**config.mk**
```make
export PLATFORM = sky130hd
export DESIGN_NAME = hazard_scoreboard
export DESIGN_NICKNAME = d
export VERILOG_FILES = /design/src/rtl/hazard_scoreboard.sv
export SDC_FILE = /design/constraint.sdc
export NUM_CORES = 1
export LEC_CHECK = 0
export CAP_MARGIN = 10
export CORE_AREA = 8 8 157 159
export DETAILED_ROUTE_END_ITERATION = 6
export DIE_AREA = 0 0 165 167
export GPL_TIMING_DRIVEN = 0
export PLACE_DENSITY = 0.44
export RECOVER_POWER = 50
export SLEW_MARGIN = 25
export SYNTH_ARGS = -nofsm -noshare
export SYNTH_HDL_FRONTEND = slang
export SYNTH_SLANG_ARGS = --single-unit
```
**constraint.sdc**
```tcl
create_clock -name clk -period 8.74 [get_ports clk]
set_clock_uncertainty 0.05 [all_clocks]
set_input_delay 1.748 -clock clk [delete_from_list [all_inputs] [get_ports clk]]
set_output_delay 1.748 -clock clk [all_outputs]
set_load 0.02 [all_outputs]
```
**src/rtl/hazard_scoreboard.sv**
```systemverilog
// Register-dependency scoreboard and decode stall controller for the in-order RV32 pipeline.
// Optional writeback bypass of source hazards: define HAZARD_WB_BYPASS_EN.
module hazard_scoreboard #(
  parameter int unsigned CNT_W = 2
) (
  input  logic        clk,
  input  logic        rst_n,
  input  logic        dec_valid,
  input  logic [4:0]  rs1_ind,
  input  logic [4:0]  rs2_ind,
  input  logic        rs1_used,
  input  logic        rs2_used,
  input  logic [4:0]  rd_ind,
  input  logic        rd_wr,
  input  logic        stall_in,
  input  logic        wb_valid,
  input  logic [4:0]  wb_rd_ind,
  input  logic        flush,
  output logic        stall_out,
  output logic        issue,
  output logic [31:0] sb_pending,
  output logic        sb_err
);

  localparam int unsigned NREG = 32;
  localparam logic [CNT_W-1:0] CNT_ZERO = '0;
  localparam logic [CNT_W-1:0] CNT_ONE  = CNT_W'(1);
  localparam logic [CNT_W-1:0] CNT_MAX  = '1;

  logic [CNT_W-1:0] cnt_q [NREG];
  logic [CNT_W-1:0] cnt_d [NREG];
  logic             sb_err_q;
  logic             sb_err_d;

  logic raw1;
  logic raw2;
  logic sat;
  logic inc;
  logic dec;
  logic byp1;
  logic byp2;

  // Writeback bypass: last pending writer retiring this cycle supplies the operand
`ifdef HAZARD_WB_BYPASS_EN
  assign byp1 = wb_valid && (wb_rd_ind == rs1_ind) && (cnt_q[rs1_ind] == CNT_ONE);
  assign byp2 = wb_valid && (wb_rd_ind == rs2_ind) && (cnt_q[rs2_ind] == CNT_ONE);
`else
  assign byp1 = 1'b0;
  assign byp2 = 1'b0;
`endif

  assign raw1 = rs1_used && (rs1_ind != 5'd0) && (cnt_q[rs1_ind] != CNT_ZERO) && !byp1;
  assign raw2 = rs2_used && (rs2_ind != 5'd0) && (cnt_q[rs2_ind] != CNT_ZERO) && !byp2;
  assign sat  = rd_wr && (rd_ind != 5'd0) && (cnt_q[rd_ind] == CNT_MAX);

  assign stall_out = dec_valid && !flush && (raw1 || raw2 || sat);
  assign issue     = dec_valid && !flush && !stall_out && !stall_in;

  assign inc = issue && rd_wr && (rd_ind != 5'd0);
  assign dec = wb_valid && (wb_rd_ind != 5'd0);

  // Counter next state: flush clears, same-index inc/dec cancels, underflow flags error
  always_comb begin
    for (int i = 0; i < NREG; i++) begin
      cnt_d[i] = cnt_q[i];
    end
    sb_err_d = sb_err_q;
    if (flush) begin
      for (int i = 0; i < NREG; i++) begin
        cnt_d[i] = CNT_ZERO;
      end
    end else if (!(inc && dec && (rd_ind == wb_rd_ind))) begin
      if (inc) begin
        cnt_d[rd_ind] = cnt_q[rd_ind] + CNT_ONE;
      end
      if (dec) begin
        if (cnt_q[wb_rd_ind] == CNT_ZERO) begin
          sb_err_d = 1'b1;
        end else begin
          cnt_d[wb_rd_ind] = cnt_q[wb_rd_ind] - CNT_ONE;
        end
      end
    end
    cnt_d[0] = CNT_ZERO;
  end

  always_ff @(posedge clk or negedge rst_n) begin
    if (!rst_n) begin
      for (int i = 0; i < NREG; i++) begin
        cnt_q[i] <= CNT_ZERO;
      end
      sb_err_q <= 1'b0;
    end else begin
      for (int i = 0; i < NREG; i++) begin
        cnt_q[i] <= cnt_d[i];
      end
      sb_err_q <= sb_err_d;
    end
  end

  always_comb begin
    sb_pending = '0;
    for (int i = 1; i < NREG; i++) begin
      sb_pending[i] = (cnt_q[i] != CNT_ZERO);
    end
  end

  assign sb_err = sb_err_q;

endmodule
```
==> flow_metrics.tcl <==
set metrics [dict create \
    clkSinkCount 63 \
    max_freq_ghz 0.1199 \
    place_area_mm2 0.007481 \
    worstMarginPinSlew_ns 2.037 \
    synthCells 808 \
    rr_startpoint "cnt_q[6]$_DFFE_PN0P_" \
    synth-seq-cells 63 \
    power_leakage_nw 3.051 \
    reg2reg_setup_slack_ns 4.10 \
    final_hold_viol_count 0 \
    clkLatencyLatePin_ns 0.35 \
    die_y_um 167 \
    final_cell_mix "nor2_1, dfrtp_1, nand2_1" \
    status "finished, violations left" \
    hold_start "sb_err$_DFFE_PN0P_" \
    drc_errors 0 \
    ir_worst_vdd_v 0.00006920 \
    postRouteAntennaNets 0 \
    routed_wl_um 33710 \
    viasPerCell 6.332 \
    place_hpwl_um 26060 \
    ctsHtreeMaxLevel 3 \
    layout_min_cycle_time_ns 8.337 \
    synth_cell_types 75 \
    maxCapViolCount 2 \
    final_util_pct 34.87 \
    gr-total-overflow 0 \
    dpl_worst_slack_ns 0.3911 \
    area_growth_pct 18.12 \
    synth_seq_area_share_pct 24.03 \
    crit_arrival_ns 6.54 \
    drive_gt1_share_pct 14.38 \
    postCtsHoldBufs 0 \
    hold_depth 1 \
    tns_ns 0 \
    drt_iter0_drc 999 \
    grt_pass1_wl_um 48760 \
    layout_commonest_cell "nor2_1" \
    start_util_pct 29.52 \
    nNetsFinal 903 \
    hold_path_class "reg2reg" \
    ys_async_sr_fraction_pct 100.0 \
    cts-resized-gates 0 \
    clk_path_buf_depth 2 \
    ios 64 \
    place_congestion 0.9561 \
    finalCritPeriodShare_pct 95.39 \
    ys.flop_type "dfrtp_1" \
    min_to "sb_err$_DFFE_PN0P_" \
    p_per_area_mw_per_mm2 104.6 \
    wl_per_cell_um 29.03 \
    antenna_cells 0 \
    slew_viol_final 66 \
    grt_pass1_vias 6839 \
    maxSlewHeadroom_pct -35.77 \
    ys_warn_count 0 \
    worst-r2r-cell-count 15 \
    cts_buffers 9 \
    root_buffer "clkbuf_16" \
    tritoncts "built" \
    die-width_um 165 \
    antenna_found_initial 0 \
    final.fill_count 2332 \
    fin_area_mm2 0.007750 \
    required_ns 6.94 \
    grt_max_degree 35 \
    finalSetupViolCount 0 \
    synth_area_per_cell_um2 8.120 \
    rsz0062_at_grt "no" \
    cp-end-kind "output port" \
    start_kind "input port" \
    clkTransAtPathRegs_ns 0.06 \
    fin_ws_ns 0.4028 \
    rr_endpoint "cnt_q[47]$_DFFE_PN0P_" \
    dr.pass1.iters 5 \
    crit_fanout 10 \
    design.core.area_mm2 0.02223 \
    die-area_mm2 0.02756 \
    violations "capacitance limit, slew limit" \
    netlist_area_mm2 0.006561 \
    postCtsSetupBuffers 0 \
    num_vias 7351 \
    grt.total_usage_pct 24.17 \
    crit_type "in2out" \
    synth_edf_count 0 \
    syn_nets 839 \
    fp-row-count 55 \
    portBuffers 50 \
]
flip-flops by register name (all words and copies together), names as in the netlist:
register	count
cnt_q	62
sb_err	1
how the worst max path moves through the flow:
stage / from / end / slack [ns]
2_1_floorplan: rd_ind[0] / stall_out / 2.18
4_1_cts: rd_ind[0] / stall_out / 0.39
5_1_grt: rd_ind[0] / stall_out / 0.09
6_report: rd_ind[0] / stall_out / 0.40
3_5_place_dp: rd_ind[0] / stall_out / 0.39
3_3_place_gp: rd_ind[0] / stall_out / 0.38
through the flow:
stage | hold slack [ns] | power [mW] | std cells
6_report | 0.4784 | 0.8109 | 1161
5_1_grt | 0.5082 | 0.8349 | 1161
4_1_cts | 0.5003 | 0.8157 | 1161
3_5_place_dp | 0.4862 | 0.4475 | 1146
3_3_place_gp | 0.4743 | 0.4462 | 1143
2_1_floorplan | 0.4308 | 0.3870 | 808
Yosys cell counts, types with 4 or more instances:
master     count  share of area, %
o22ai_1       16               1.5
o21ai_0       46               3.5
nand2b_1       5              0.48
a31o_2         4              0.53
clkbuf_1      47               2.7
mux2_2         9               1.5
or3_1          4              0.38
a22oi_1        5              0.57
a21oi_1       19               1.4
and3_1         5              0.48
o31ai_1        6              0.69
buf_6          6               1.0
nand3_1       19               1.4
nor3_1        24               1.8
buf_2         16               1.2
o2bb2ai_1     33               4.4
inv_1         23               1.3
nor2b_1        4              0.38
nand4_1       12               1.1
a31oi_1       49               4.7
o211ai_1       8              0.92
a2111oi_0      4              0.53
nand2_1       61               3.5
nor4_1         9              0.86
nor2_1       116               6.6
buf_1          8              0.46
a41o_1        21               3.2
or2_2         19               1.8
o21ai_1       12              0.92
a22o_1        17               2.3
mux4_2        36                12
dfrtp_1       63                24
o311ai_0       4              0.53
and2_1         5              0.48
nor3b_1       12               1.4
area by class of cell:
type | count | area, um^2 | area share [%]
plain buffers | 79 | 366.6 | 4.730
clock buffers | 11 | 232.7 | 3.003
clock inverters | 4 | 47.55 | 0.6135
inverters | 25 | 93.84 | 1.211
multi-input cells | 641 | 4563 | 58.88
flip-flops and latches | 63 | 1577 | 20.34
well taps | 285 | 356.6 | 4.601
repair buffers | 53 | 513.0 | 6.619
worst max-delay path, cell delays in order:
cell and delay, ns:
clkdlybuf4s50_1 0.64, buf_1 0.58, buf_2 0.43, mux4_2 0.58, mux4_2 0.48, mux2_2 0.29, ha_1 0.20, nand2_1 0.08
nand3_2 0.23, clkbuf_1 0.36, nor2_1 0.28, nor3b_1 0.08, clkdlybuf4s50_1 0.57
cell families after synthesis:
| group | share of synthesized area [%] |
|---|---|
| xor+xnor | 0.6676 |
| compound gates | 29.65 |
| fa+ha+maj | 0.3813 |
| mux | 14.05 |
| simple gates | 24.14 |
| buf+inv | 7.018 |
| other cells | 0.05715 |
| flops | 24.03 |
per-layer routing:
layer	share of wire, %	global-route usage, %
met5	0	0
met4	3.1	8.386
met3	9.6	4.315
met2	44	36.22
met1	43	34.01
report_power, final:
group | internal [mW] | total [mW] | switching (mW) | leakage [nW]
clock | 0.219 | 0.366 | 0.148 | 0.135
combinational | 0.0482 | 0.152 | 0.104 | 2.04
sequential | 0.292 | 0.293 | 0.000676 | 0.875
No activity file was read; power rests on OpenSTA's default activity.
